### src/rtl/pipe_ctrl_pkg.sv
// Package for the pipeline controller: opcode constants, ALUOp encodings,
// the ID/EX control-bit bundle (ctrl_t) and the controller FSM state type.
// No ports; imported by ctrl_decode and pipe_controller.
package pipe_ctrl_pkg;

    localparam logic [6:0] OP_R    = 7'b0110011;
    localparam logic [6:0] OP_I    = 7'b0010011;
    localparam logic [6:0] OP_LUI  = 7'b0110111;
    localparam logic [6:0] OP_LW   = 7'b0000011;
    localparam logic [6:0] OP_SW   = 7'b0100011;
    localparam logic [6:0] OP_BR   = 7'b1100011;
    localparam logic [6:0] OP_JAL  = 7'b1101111;
    localparam logic [6:0] OP_JALR = 7'b1100111;
    localparam logic [6:0] OP_HALT = 7'b0000000;

    localparam logic [1:0] ALUOP_MEM = 2'b00;  // LW/SW/JAL: address add
    localparam logic [1:0] ALUOP_BR  = 2'b01;  // branch compare
    localparam logic [1:0] ALUOP_RI  = 2'b10;  // R/I/JALR: funct-driven
    localparam logic [1:0] ALUOP_LUI = 2'b11;  // LUI: pass immediate

    typedef struct packed {
        logic       alu_src;
        logic       mem_to_reg;
        logic       reg_write;
        logic       mem_read;
        logic       mem_write;
        logic       branch;
        logic       jal_to_reg;
        logic       jalr_sel;
        logic [1:0] alu_op;
    } ctrl_t;

    localparam ctrl_t CTRL_BUBBLE = '0;

    typedef enum logic [1:0] {
        ST_RUN     = 2'd0,
        ST_DRAIN   = 2'd1,
        ST_HALTED  = 2'd2
    } state_t;

endpackage

### src/rtl/pipe_controller_decode.sv
// ctrl_decode: purely combinational opcode decoder.
// Ports:
//   opcode_i [6:0] - opcode of the instruction in ID
//   ctrl_o         - decoded control bundle (all zero for HALT/unknown)
//   legal_o        - opcode is one of the eight executable instructions
//   halt_o         - opcode is HALT
module ctrl_decode
    import pipe_ctrl_pkg::*;
(
    input  logic [6:0] opcode_i,
    output ctrl_t      ctrl_o,
    output logic       legal_o,
    output logic       halt_o
);

    always_comb begin
        ctrl_o  = CTRL_BUBBLE;
        legal_o = 1'b1;
        halt_o  = 1'b0;
        unique case (opcode_i)
            OP_R: begin
                ctrl_o.reg_write = 1'b1;
                ctrl_o.alu_op    = ALUOP_RI;
            end
            OP_I: begin
                ctrl_o.alu_src   = 1'b1;
                ctrl_o.reg_write = 1'b1;
                ctrl_o.alu_op    = ALUOP_RI;
            end
            OP_LUI: begin
                ctrl_o.alu_src   = 1'b1;
                ctrl_o.reg_write = 1'b1;
                ctrl_o.alu_op    = ALUOP_LUI;
            end
            OP_LW: begin
                ctrl_o.alu_src    = 1'b1;
                ctrl_o.mem_to_reg = 1'b1;
                ctrl_o.reg_write  = 1'b1;
                ctrl_o.mem_read   = 1'b1;
                ctrl_o.alu_op     = ALUOP_MEM;
            end
            OP_SW: begin
                ctrl_o.alu_src   = 1'b1;
                ctrl_o.mem_write = 1'b1;
                ctrl_o.alu_op    = ALUOP_MEM;
            end
            OP_BR: begin
                ctrl_o.branch = 1'b1;
                ctrl_o.alu_op = ALUOP_BR;
            end
            OP_JAL: begin
                ctrl_o.reg_write  = 1'b1;
                ctrl_o.jal_to_reg = 1'b1;
                ctrl_o.alu_op     = ALUOP_MEM;
            end
            OP_JALR: begin
                ctrl_o.alu_src    = 1'b1;
                ctrl_o.reg_write  = 1'b1;
                ctrl_o.jal_to_reg = 1'b1;
                ctrl_o.jalr_sel   = 1'b1;
                ctrl_o.alu_op     = ALUOP_RI;
            end
            OP_HALT: begin
                legal_o = 1'b0;
                halt_o  = 1'b1;
            end
            default: begin
                legal_o = 1'b0;
            end
        endcase
    end

endmodule

### src/rtl/pipe_controller.sv
// pipe_controller: ID/EX control register, HALT drain FSM and optional
// load-use hazard detection for a 5-stage in-order pipeline.
// Optional feature: define PIPE_CTRL_LOAD_USE_EN to compile load-use
// stall logic; otherwise stall comes only from DRAIN/HALTED.
// Ports:
//   clk, reset (sync, active-high)
//   Opcode[6:0], id_rs1/id_rs2/id_rd[4:0] - instruction in ID
//   flush       - taken branch/jump in EX, squashes the ID instruction
//   ex_*        - registered ID/EX control bits, ex_ALUOp[1:0], ex_rd[4:0]
//   stall       - combinational freeze of PC and IF/ID
//   halted      - registered, sticky once the pipeline drained after HALT
module pipe_controller
    import pipe_ctrl_pkg::*;
#(
    parameter int DRAIN_CYCLES = 3
) (
    input  logic       clk,
    input  logic       reset,
    input  logic [6:0] Opcode,
    input  logic [4:0] id_rs1,
    input  logic [4:0] id_rs2,
    input  logic [4:0] id_rd,
    input  logic       flush,
    output logic       ex_ALUSrc,
    output logic       ex_MemtoReg,
    output logic       ex_RegWrite,
    output logic       ex_MemRead,
    output logic       ex_MemWrite,
    output logic       ex_Branch,
    output logic       ex_JaltoReg,
    output logic       ex_JalrSel,
    output logic [1:0] ex_ALUOp,
    output logic [4:0] ex_rd,
    output logic       stall,
    output logic       halted
);

    localparam int CNT_W = $clog2(DRAIN_CYCLES + 1);

    state_t           state_q, state_d;
    logic [CNT_W-1:0] count_q, count_d;
    ctrl_t            ctrl_q, ctrl_d;
    logic [4:0]       rd_q, rd_d;
    logic             halted_q, halted_d;
    logic             stall_c;
    logic             load_use;

    ctrl_t dec_ctrl;
    logic  dec_legal;
    logic  dec_halt;

    ctrl_decode u_decode (
        .opcode_i (Opcode),
        .ctrl_o   (dec_ctrl),
        .legal_o  (dec_legal),
        .halt_o   (dec_halt)
    );

`ifdef PIPE_CTRL_LOAD_USE_EN
    // Load in EX whose destination feeds either source of the ID instruction.
    // x0 never carries a real dependency.
    assign load_use = ctrl_q.mem_read && (rd_q != 5'd0) &&
                      ((rd_q == id_rs1) || (rd_q == id_rs2));
`else
    logic unused_rs;
    assign unused_rs = ^{id_rs1, id_rs2};
    assign load_use  = 1'b0;
`endif

    always_comb begin
        state_d  = state_q;
        count_d  = count_q;
        ctrl_d   = CTRL_BUBBLE;
        rd_d     = 5'd0;
        stall_c  = 1'b0;
        halted_d = halted_q | (state_q == ST_HALTED);
        case (state_q)
            ST_RUN: begin
                // flush > load-use > HALT > decode
                if (flush) begin
                    stall_c = 1'b0;
                end else if (load_use) begin
                    stall_c = 1'b1;
                end else if (dec_halt) begin
                    state_d = ST_DRAIN;
                    count_d = CNT_W'(DRAIN_CYCLES);
                end else if (dec_legal) begin
                    ctrl_d = dec_ctrl;
                    rd_d   = id_rd;
                end
            end
            ST_DRAIN: begin
                stall_c = 1'b1;
                count_d = count_q - CNT_W'(1);
                if (count_q == CNT_W'(1)) begin
                    state_d = ST_HALTED;
                end
            end
            ST_HALTED: begin
                stall_c = 1'b1;
            end
            default: begin
                state_d = ST_RUN;
            end
        endcase
    end

    always_ff @(posedge clk) begin
        if (reset) begin
            state_q  <= ST_RUN;
            count_q  <= '0;
            ctrl_q   <= CTRL_BUBBLE;
            rd_q     <= 5'd0;
            halted_q <= 1'b0;
        end else begin
            state_q  <= state_d;
            count_q  <= count_d;
            ctrl_q   <= ctrl_d;
            rd_q     <= rd_d;
            halted_q <= halted_d;
        end
    end

    assign stall       = stall_c & ~reset;
    assign halted      = halted_q;
    assign ex_ALUSrc   = ctrl_q.alu_src;
    assign ex_MemtoReg = ctrl_q.mem_to_reg;
    assign ex_RegWrite = ctrl_q.reg_write;
    assign ex_MemRead  = ctrl_q.mem_read;
    assign ex_MemWrite = ctrl_q.mem_write;
    assign ex_Branch   = ctrl_q.branch;
    assign ex_JaltoReg = ctrl_q.jal_to_reg;
    assign ex_JalrSel  = ctrl_q.jalr_sel;
    assign ex_ALUOp    = ctrl_q.alu_op;
    assign ex_rd       = rd_q;

endmodule

### config.mk
export PLATFORM = sky130hd
export DESIGN_NAME = pipe_controller
export DESIGN_NICKNAME = d
export VERILOG_FILES = /design/src/rtl/pipe_ctrl_pkg.sv /design/src/rtl/pipe_controller_decode.sv /design/src/rtl/pipe_controller.sv
export SDC_FILE = /design/constraint.sdc
export NUM_CORES = 1
export LEC_CHECK = 0
export ABC_AREA = 0
export BUFFER_PORTS_ARGS = -buffer_cell sky130_fd_sc_hd__buf_4
export CAP_MARGIN = 20
export CORE_ASPECT_RATIO = 1.1
export CORE_UTILIZATION = 43
export CTS_CLUSTER_DIAMETER = 60
export DETAILED_ROUTE_END_ITERATION = 8
export GPL_ROUTABILITY_DRIVEN = 0
export GPL_TIMING_DRIVEN = 0
export PLACE_DENSITY = 0.76
export SYNTH_ARGS = -nofsm -noshare
export SYNTH_HDL_FRONTEND = slang
export SYNTH_SLANG_ARGS = --single-unit
### constraint.sdc
create_clock -name clk -period 2.5 [get_ports clk]
set_clock_uncertainty 0.2 [all_clocks]
set_input_delay 0.25 -clock clk [delete_from_list [all_inputs] [get_ports clk]]
set_output_delay 0.25 -clock clk [all_outputs]
set_load 0.01 [all_outputs]
== After elaboration in Yosys (flattened, before gate mapping) ==
Index checks and enable logic that the tools add are counted.

* Flip-flop bits (word level): 19
* Bits of input ports: 25
* Logic and storage cells: 63

* Add/subtract/negate cells: 1
* Equal/unequal tests: 14
* Muxes and demuxes: 18
* Bitwise operators: 6
* Reduce and logical (&&, ||, !) cells: 12

{| class="wikitable"
|+ Operators by type and width
! kind !! count
|-
| $eq A7 B6 Y1 const B || 3
|-
| $eq A7 B7 Y1 const B || 3
|-
| $pmux W2 S3 || 2
|-
| $mux W1 || 10
|-
| $mux W2 || 5
|-
| $reduce_or A5 Y1 || 2
|-
| $reduce_or A8 Y1 || 1
|-
| $eq A7 B2 Y1 const B || 1
|-
| $eq A7 B5 Y1 const B || 1
|-
| $logic_not A7 Y1 || 1
|-
| $ne A2 B2 Y1 const B || 3
|-
| $reduce_or A6 Y1 || 1
|-
| $eq A2 B1 Y1 const B || 2
|-
| $not A1 Y1 || 4
|-
| $pmux W2 S2 || 1
|-
| $reduce_and A4 Y1 || 1
|-
| $reduce_or A2 Y1 || 2
|-
| $reduce_and A3 Y1 || 1
|-
| $reduce_or A3 Y1 || 1
|-
| $eq A2 B2 Y1 const B || 1
|-
| $logic_not A2 Y1 || 1
|-
| $reduce_bool A2 Y1 || 1
|-
| $sub A2 B1 Y2 const B || 1
|-
| $and A1 B1 Y1 || 1
|-
| $or A1 B1 Y1 || 1
|}

== Logic depth before layout (Yosys ltp) ==
* Word-level depth: 5
* Gate-level depth with buffers: 6

== By module ==
Synthesis repeated with hierarchy kept, for this count alone.

* Cell total of the unflattened synthesis: 107
* Area total of the unflattened synthesis: 1,009.7 um^2

{| class="wikitable"
|+ Modules (own cells, without submodules)
! module !! instances !! cells an instance !! area each (um^2)
|-
| pipe_controller || 1 || 67 || 745.7
|-
| ctrl_decode || 1 || 40 || 264.0
|}

== Worst setup path after synthesis ==
OpenSTA, ideal clock, no wires.

* Path kind: input port to flip-flop
* From: input Opcode[4]
* To: register state_q[1]
* Setup time: 0.117 ns
* Arrival: 1.526 ns
* Slack: 0.657 ns
* Cell stages on the path: 5
* Path buffers: 1
* Cells stage by stage: buf_2 > or4_4 > o31ai_4 > a21oi_1 > a22o_2

* Cells in the longest elaborated chain, start to end: 4

{| class="wikitable"
|+ RTL lines
! element !! line !! text
|-
| start, declared || pipe_controller.sv:19 || <nowiki>input logic [6:0] Opcode,</nowiki>
|-
| $logic_not A7 Y1 || pipe_controller_decode.sv:20 || <nowiki>unique case (opcode_i)</nowiki>
|-
| $mux W1 || pipe_controller_decode.sv:20 ||
|-
| $ne A2 B2 Y1 (no line) || n/a ||
|-
| $reduce_and A4 Y1 (no line) || n/a ||
|-
| end signal, assigned || pipe_controller.sv:116 || <nowiki>state_q <= state_d;</nowiki>
|-
| end, declared || pipe_controller.sv:40 || <nowiki>state_t state_q, state_d;</nowiki>
|}

No other way between the ends.
A chain may end at the register's enable or synchronous reset.

== Final worst setup path ==
* From: input Opcode[5]
* To: register count_q[0]

* Cells in the longest elaborated chain, start to end: 4

{| class="wikitable"
|+ RTL lines
! element !! line !! text
|-
| $logic_not A7 Y1 || pipe_controller_decode.sv:20 ||
|-
| $mux W1 || pipe_controller_decode.sv:20 ||
|-
| $ne A2 B2 Y1 (no line) || n/a ||
|-
| $reduce_and A3 Y1 (no line) || n/a ||
|-
| end signal, assigned || pipe_controller.sv:117 || <nowiki>count_q <= count_d;</nowiki>
|-
| end, declared || pipe_controller.sv:41 || <nowiki>logic [CNT_W-1:0] count_q, count_d;</nowiki>
|}

No other way between the ends.

==> summary.json <==
{
  "status": {
    "run_status": "complete, no violations"
  },
  "yosys": {
    "netlist.area_leader.share_pct": 45.4,
    "register_bit_count_reported_by_yosys": 19,
    "synthesis.area_um2": 838,
    "ys_async_sr_fraction_pct": 0,
    "synthDistinctLibCells": 31,
    "mappedNetlistNets": 119,
    "post_synth_inst_count": 90,
    "postSynthAreaPerCell_um2": 9.31,
    "synth_most_common_cell": "sky130_fd_sc_hd__dfxtp_1",
    "yosysWarningCount": 0,
    "synth_enable_flop_cells": 0,
    "yosys-top-cells-count": "19 x sky130_fd_sc_hd__dfxtp_1, 8 x sky130_fd_sc_hd__inv_1, 8 x sky130_fd_sc_hd__nor2_1, 7 x sky130_fd_sc_hd__a21oi_1, 6 x sky130_fd_sc_hd__and3_1",
    "synth_area_leaders": "sky130_fd_sc_hd__dfxtp_1 45%, sky130_fd_sc_hd__ha_1 6.0%, sky130_fd_sc_hd__and3_1 4.5%",
    "yosys.area.top_type": "sky130_fd_sc_hd__dfxtp_1",
    "postSynth.topFlopCell": "sky130_fd_sc_hd__dfxtp_1",
    "synth-seq-area-share_pct": 45.4
  },
  "global_route": {
    "grt-ovfl-total": 0,
    "grt_max_degree": 11,
    "grtUsageTotal_pct": 18.9,
    "first_global_vias": 668,
    "grt_antenna_before_repair": 0,
    "grt_pass1_wl_mm": 2.97
  },
  "detailed_routing": {
    "route.vias.total": 775,
    "drt-total-wl_mm": 1.81,
    "drt_first_pass_iters": 6,
    "drtAntennaViolNets": 0,
    "drt_drc_violations_left": 0,
    "detail_route.iter0.violations": 13,
    "wire_per_inst_um": 12.5,
    "route.detailed.vias_per_inst": 5.34
  },
  "timing": {
    "clock.fmax_mhz": 447,
    "setup_repair_after_global_routing_missed_its_margin": "no",
    "finalSetupViolations": 0,
    "layout_worst_path_cycle_share_pct": 89.5,
    "max_slew_margin_pct": 76.8,
    "hold_viol": 0,
    "finalCriticalPeriod_ps": 2240,
    "layout_setup_ws_ps": 262,
    "timing_worst_slew_pin_value_ps": 348,
    "fin_hold_ws_ps": 34.6,
    "finalMaxSlewViolations": 0,
    "fin_setup_tns_ps": 0
  },
  "clocking": {
    "cts.htree.levels": 1,
    "cts.repair.resized": 0,
    "ctsLongestPathBuffers": 2,
    "cts_root_buffer": "sky130_fd_sc_hd__clkbuf_4",
    "clock_sink_count": 19,
    "cts_post_setup_buffers_inserted": 0,
    "cts-buffers-inserted": 3,
    "clk_latency_ps": 310,
    "clk_pin_slew_ps": 100,
    "cts_hold_buffers": 7,
    "clock_tree_from_tritoncts": "done"
  },
  "layout": {
    "num-nets-final": 157,
    "num-fill-cells": 158,
    "area_delta_synth_final_pct": 37.5,
    "final_layout_size_suffix_gt1_share_pct": 29.9,
    "finalCoreUtilization_pct": 64.0,
    "diodes": 0
  },
  "die": {
    "dieArea_mm2": 0.00213,
    "fp.dieH_um": 48.3,
    "placeableCoreArea_mm2": 0.00180,
    "start_util_pct": 46.5,
    "die_width_um": 44.1,
    "floorplan.io_pins": 42,
    "placement_rows": 16
  },
  "placed_design": {
    "post-place-ws_ps": 521,
    "hpwl_mm": 1.30,
    "port_buffers": 26
  },
  "setup_path": {
    "worstSetupEndpointType": "flip-flop",
    "cp_delay_by_family_top": "compound AO/OA/AOI/OAI gates",
    "timing.reg2reg.worst_path_depth": 4,
    "worstSetupStartpointType": "input port",
    "largest_driver_fanout_on_the_critical_path": 10,
    "worst-endpoint-required_ps": 2520,
    "arrival_ps": 2260,
    "crit_slowest_cell": "sky130_fd_sc_hd__or4_4",
    "critical_path.max_stage_delay_ps": 560,
    "setup.worst_path.class": "in2reg",
    "crit_cells": 6,
    "worstPathBufferInverterCount": 2,
    "worstPathCellList": "dlygate4sd3_1 > buf_6 > or4_4 > o31ai_4 > a21oi_1 > a311oi_1"
  },
  "pwr": {
    "vdd_ir_drop_max_mv": 0.261,
    "leakage_uw": 0.000513,
    "post-layout-total-power_uw": 521,
    "power_density_mw_per_mm2": 452
  },
  "min_path": {
    "worst_hold_class": "in2reg",
    "min_path_cells": 2
  },
  "flow_run": {
    "cap_violations": 0
  }
}
==> stage by stage <==
step	area [um^2]	instances
2_1_floorplan	838	90
3_3_place_gp	1060	134
3_5_place_dp	1060	134
4_1_cts	1150	145
5_1_grt	1150	145
6_report	1150	145
==> area by class of cell <==
type | instances | area (um^2) | share of cell area (%)
multi-input combinational | 57 | 393 | 34.1
clock buffer | 4 | 26.3 | 2.28
buffer | 6 | 35.0 | 3.04
tap | 18 | 22.5 | 1.95
sequential | 19 | 380 | 33.0
inverter | 8 | 30.0 | 2.61
timing repair buffer | 33 | 265 | 23.0
==> flip-flops by register name (all words and copies together), names as in the netlist <==
name and cells:
ex_rd 5, count_q 2, state_q 2, ex_ALUSrc 1, ex_MemWrite 1, ex_RegWrite 1
ex_JalrSel 1, ex_ALUOp 2, ex_Branch 1, ex_MemRead 1, halted 1, ex_JaltoReg 1
==> metal layers <==
metal | track usage [%] | vias to the layer above | share of wire (%) | routed length [um]
met5 | 0 | - | 0 | 0
met4 | 13.6 | 0 | 2.9 | 52
met3 | 2.24 | 6 | 4.3 | 78
met2 | 27.2 | 26 | 45 | 818
met1 | 25.5 | 345 | 48 | 863
li1 | - | 398 | - | -
==> cells by family (layout without fill, tap and decap cells) <==
| group | after synthesis | after routing | synth area share, % |
|---|---|---|---|
| flip-flops | 19 | 19 | 45.4 |
| AO/OA/AOI/OAI | 19 | 19 | 17.5 |
| buffers and inverters | 14 | 51 | 7.76 |
| AND/OR/NAND/NOR | 34 | 34 | 23.4 |
| adder cells (fa/ha/maj) | 4 | 4 | 5.97 |
==> placed cells by master (no fill, tap or decap), types with 2 or more instances in the layout <==
cell type | netlist | final
sky130_fd_sc_hd__buf_4 | 1 | 27
sky130_fd_sc_hd__nor4_1 | 2 | 2
sky130_fd_sc_hd__a311oi_1 | 2 | 2
sky130_fd_sc_hd__ha_1 | 4 | 4
sky130_fd_sc_hd__nor3_1 | 5 | 5
sky130_fd_sc_hd__clkbuf_4 | 0 | 3
sky130_fd_sc_hd__nand3_1 | 2 | 2
sky130_fd_sc_hd__nor2b_1 | 2 | 2
sky130_fd_sc_hd__dlygate4sd3_1 | 0 | 7
sky130_fd_sc_hd__inv_1 | 8 | 8
sky130_fd_sc_hd__dfxtp_1 | 19 | 19
sky130_fd_sc_hd__a211oi_1 | 2 | 2
sky130_fd_sc_hd__nor2_1 | 8 | 8
sky130_fd_sc_hd__clkbuf_1 | 3 | 4
sky130_fd_sc_hd__a21oi_1 | 7 | 7
sky130_fd_sc_hd__a32o_1 | 2 | 2
sky130_fd_sc_hd__o21ai_0 | 2 | 2
sky130_fd_sc_hd__and3_1 | 6 | 6
==> where the power goes <==
group	internal, uW	switching [uW]	total [uW]
combinational	31.1	29.3	60.4
clock	62.4	94.0	156
sequential	304	0.519	304
==> worst paths after layout <==
| check | start | end | slack (ps) |
|---|---|---|---|
| worst max-delay path | Opcode[5] | count_q[0] | 260 |
| worst min-delay path | Opcode[4] | ex_MemRead | 30 |
| worst max register to register | state_q[0] | ex_ALUOp[0] | 890 |
| worst min register to register | halted | halted | 280 |
No activity file was read; power rests on OpenSTA's default activity.
